### config.mk
export PLATFORM = sky130hd
export DESIGN_NAME = siso_frame_rx
export DESIGN_NICKNAME = d
export VERILOG_FILES = /design/src/rtl/siso_frame_rx.sv
export SDC_FILE = /design/constraint.sdc
export NUM_CORES = 1
export LEC_CHECK = 0
export CAP_MARGIN = 15
export CORE_ASPECT_RATIO = 1.1
export CORE_UTILIZATION = 49
export CTS_CLUSTER_DIAMETER = 200
export DETAILED_ROUTE_END_ITERATION = 16
export PLACE_DENSITY = 0.81
export RECOVER_POWER = 50
export SKIP_CTS_REPAIR_TIMING = 1
export SYNTH_ARGS = -nofsm -noshare
export SYNTH_HDL_FRONTEND = slang
export SYNTH_SLANG_ARGS = --single-unit
### constraint.sdc
create_clock -name clk -period 2.21 [get_ports clk]
set_input_delay 0.442 -clock clk [delete_from_list [all_inputs] [get_ports clk]]
set_output_delay 0.442 -clock clk [all_outputs]
set_load 0.02 [all_outputs]
### src/rtl/siso_frame_rx.sv
// Deframer/deserializer for the SISO serial output: start(1), DATA_W bits LSB-first, [parity], stop(0).
// Optional even-parity bit compiled in with `define SISO_RX_PARITY_EN.
module siso_frame_rx #(
  parameter int unsigned DATA_W = 8,
  parameter int unsigned CNT_W  = 8
) (
  input  logic              clk,
  input  logic              rst,
  input  logic              si,
  input  logic              si_vld,
  output logic [DATA_W-1:0] dout,
  output logic              dout_vld,
  input  logic              dout_rdy,
  output logic              frame_err,
  output logic              par_err,
  output logic              overrun,
  output logic              busy,
  output logic [CNT_W-1:0]  frame_cnt
);

  localparam int unsigned BC_W = $clog2(DATA_W);
  localparam logic [BC_W-1:0] LAST_BIT = BC_W'(DATA_W - 1);

`ifdef SISO_RX_PARITY_EN
  typedef enum logic [1:0] {IDLE, DATA, PARITY, STOP} state_t;
`else
  typedef enum logic [1:0] {IDLE, DATA, STOP} state_t;
`endif

  state_t            state;
  logic [BC_W-1:0]   bit_cnt;
  logic [DATA_W-1:0] shreg;
  logic              par_bad;

  assign busy = (state != IDLE);

  always_ff @(posedge clk) begin
    if (!rst) begin
      state     <= IDLE;
      bit_cnt   <= '0;
      shreg     <= '0;
      par_bad   <= 1'b0;
      dout      <= '0;
      dout_vld  <= 1'b0;
      frame_err <= 1'b0;
      par_err   <= 1'b0;
      overrun   <= 1'b0;
      frame_cnt <= '0;
    end else begin
      frame_err <= 1'b0;
      par_err   <= 1'b0;
      overrun   <= 1'b0;
      // A load later in this block overrides the drain, keeping dout_vld high.
      if (dout_vld && dout_rdy)
        dout_vld <= 1'b0;
      if (si_vld) begin
        unique case (state)
          IDLE: begin
            if (si) begin
              state   <= DATA;
              bit_cnt <= '0;
              par_bad <= 1'b0;
            end
          end
          DATA: begin
            // Right-shift in: after DATA_W bits the first (LSB) bit sits in bit 0.
            shreg   <= {si, shreg[DATA_W-1:1]};
            bit_cnt <= bit_cnt + 1'b1;
            if (bit_cnt == LAST_BIT) begin
`ifdef SISO_RX_PARITY_EN
              state <= PARITY;
`else
              state <= STOP;
`endif
            end
          end
`ifdef SISO_RX_PARITY_EN
          PARITY: begin
            par_bad <= (^shreg) ^ si;
            state   <= STOP;
          end
`endif
          STOP: begin
            state <= IDLE;
            if (si)
              frame_err <= 1'b1;
            else if (par_bad)
              par_err <= 1'b1;
            else if (!dout_vld || dout_rdy) begin
              dout     <= shreg;
              dout_vld <= 1'b1;
              if (frame_cnt != '1)
                frame_cnt <= frame_cnt + 1'b1;
            end else
              overrun <= 1'b1;
          end
          default: state <= IDLE;
        endcase
      end
    end
  end

endmodule

==> metrics.md <==
| Metric | Value |
|---|---|
| Status | `completed` |
| Initial antenna violation count | `0` |
| Final TNS setup | `0 ns` |
| Site Rows | `19` |
| First-pass GRT wire length | `roughly 4300 um` |
| Initial DRC count | `22` |
| Fin Clk Skew | `between 0.01 and 0.015 ns` |
| Clock transition at path regs | `~0.09 ns` |
| R2r endpoint | `frame_cnt[6]` |
| Unique masters post-synth | `34` |
| Drt pass-1 iters | `4` |
| Fmax | `~490 MHz` |
| Worst-Skew Late Latency | `0.33 ns` |
| Die area | `roughly 2800 um^2` |
| Tightest Hold Check Type | `reg -> reg` |
| Max layer used | `met4` |
| Global Route Usage Sum | `slightly above 20%` |
| YS warnings | `0` |
| CORE AREA | `around 2500 um^2` |
| Dpl cells | `slightly above 200` |
| Max-slew violation count | `0` |
| R2R depth | `5` |
| Syn Nets | `around 160` |
| Total congestion overflow | `0` |
| Nets | `189` |
| Reg2reg setup slack | `around 0.52 ns` |
| Startpoint types | `input port` |
| Routed met3 length | `approximately 110 um` |
| Final Cycle Share | `91.9%` |
| Async set-reset flop share out of synthesis | `0%` |
| Share of cells above drive strength 1 | `under 10%` |
| Detailed Route WL | `2470 um` |
| Post-synthesis sequential area ratio | `between 40% and 50%` |
| Initial Util | `51.8%` |
| Post-synth top area share | `between 40% and 50%` |
| Post-Synthesis Cells | `around 150` |
| Hold Crit Endpoint | `shreg[0]` |
| Worst hold start | `shreg[0]` |
| Worst r2r src | `state[0]` |
| RSZ-0062 raised after global routing | `false` |
| Max IR drop VDD | `between 0.5 and 0.6 mV` |
| Post-DP Area | `between 1500 and 2000 um^2` |
| Drc violations | `0` |
| GPL Wtd Cong | `~0.76` |
| Vias post-DR | `1134` |
| Finished Layout Cells | `between 200 and 250` |
| Count leader, synth | `nand2_1` |
| Max Fanout on Critical Path | `7` |
| Cell taking the most area after synthesis | `dfxtp_1` |
| Antenna Nets Post-Route | `0` |
| WP data arrival | `2.26 ns` |
| Total power | `0.000917 W` |
| Die Wd | `51.0 um` |
| Antenna cell count | `0` |
| Met2 Routed Length | `approximately 1200 um` |
| WHS Path Cells | `2` |
| Critical path type | `in -> reg` |
| Leak pwr | `roughly 0.57 nW` |
| DIE HEIGHT | `between 50 and 60 um` |
| Vias in the first global route | `roughly 1000` |
| Port-buffer cells | `24` |
| Worst Setup SP | `si` |
| Slew HR | `63.8%` |
| Clock Tree Buf Depth | `2` |
| CTS tree | `done` |
| Worst Path Required | `2.44 ns` |
| Power Dens Cells | `569 nW/um^2` |
| Worst setup EP type | `register` |
| Hold Vio Cnt, Final | `0` |
| Final HPWL DP | `around 1900 um` |
| Finished Cell Area | `1610 um^2` |
| Io pins | `26` |
| CTS Buf Count | `5` |
| Mapped Avg Cell Area | `approximately 8.5 um^2` |
| Post-route minimum period | `approximately 2 ns` |
| Number of synthesized flops with an enable pin | `0` |
| Worst-margin pin slew | `0.543 ns` |
| WL/cell | `~12 um` |
| Clock sinks | `32` |
| Pin count of the biggest net entering global routing | `18` |
| Synth Flop Type | `dfxtp_1` |
| Post-synth top cells | `35 x nand2_1, 32 x dfxtp_1, 21 x a21oi_1` |
| Synthesized area | `around 1300 um^2` |
| Area contributors post-synth | `dfxtp_1 50%, nand2_1 10%, a21oi_1 8.1%` |
| Synth Register Bits | `32` |
| H-tree depth | `2` |
| Met1 Wirelength | `between 1000 and 1500 um` |
| Setup violators final | `0` |
| Max cap viols | `0` |
| Area grow syn2layout | `24.6%` |
| Root Driver | `clkbuf_4` |
| Vias per Instance | `5.35` |
[power breakdown]
group	total [W]	switching, W	internal [W]	leakage (nW)
combinational	0.0000422	0.0000244	0.0000177	0.279
sequential	0.000582	0.00000310	0.000579	0.258
clock	0.000293	0.000176	0.000117	0.0281
[stage by stage]
step	setup slack (ns)	util, %	hold slack (ns)
final	0.180	64.6	0.462
after global routing	0.0966	64.6	0.484
after CTS	0.217	65.0	0.461
after detailed placement	0.00573	63.2	0.448
after global placement	0.155	63.2	0.446
after floorplan	0.513	-	0.432
[area by class of cell]
class | instances | area, um^2
Clock inverter | 1 | 5.00
Clock buffer | 6 | 41.3
Sequential cell | 32 | 641
Inverter | 2 | 7.51
Tap cell | 31 | 38.8
Timing Repair Buffer | 28 | 272
Fill cell | 223 | 885
Multi-Input combinational cell | 112 | 607
[worst max-delay path, stage by stage]
cell           delay [ns]
dlygate4sd3_1        0.58
nand4bb_1            0.24
clkbuf_1             0.20
nor3_1               0.42
a31oi_1              0.16
a211oi_1             0.23
[routing by layer]
metal,vias to the layer above,GRT usage (%)
met1,516,24.2
met5,-,0
met2,29,31.4
met3,6,8.74
li1,583,-
met4,0,9.13
[sequential cells by signal (all words and copies together) (netlist names)]
| register | flops |
|---|---|
| overrun | 1 |
| bit_cnt | 3 |
| dout | 8 |
| frame_cnt | 8 |
| dout_vld | 1 |
| shreg | 8 |
| state | 2 |
| frame_err | 1 |
[cells in the final DEF (no fill, tap or decap), types with 5 or more instances in the layout]
| cell | count |
|---|---|
| nor2_1 | 9 |
| a21oi_1 | 21 |
| nand2_1 | 35 |
| nor3_1 | 5 |
| clkbuf_4 | 5 |
| o21ai_0 | 5 |
| nand3_1 | 6 |
| dfxtp_1 | 32 |
| clkdlybuf4s50_1 | 20 |
[logic make-up after synthesis]
kind of cell / share of synthesized area, %
compound gates: 15.5
xor+xnor: 0.677
fa+ha+maj: 2.90
buf+inv: 3.58
flops: 49.5
mux: 1.55
other cells: 0.290
simple gates: 26.0
[worst max path at each step]
stage / end / cells past startpoint
6_report: frame_cnt[6] / 6
5_1_grt: frame_cnt[6] / 6
4_1_cts: busy / 2
3_5_place_dp: frame_cnt[6] / 6
3_3_place_gp: frame_cnt[6] / 6
2_1_floorplan: frame_cnt[5] / 6
No activity file was read; power rests on OpenSTA's default activity.
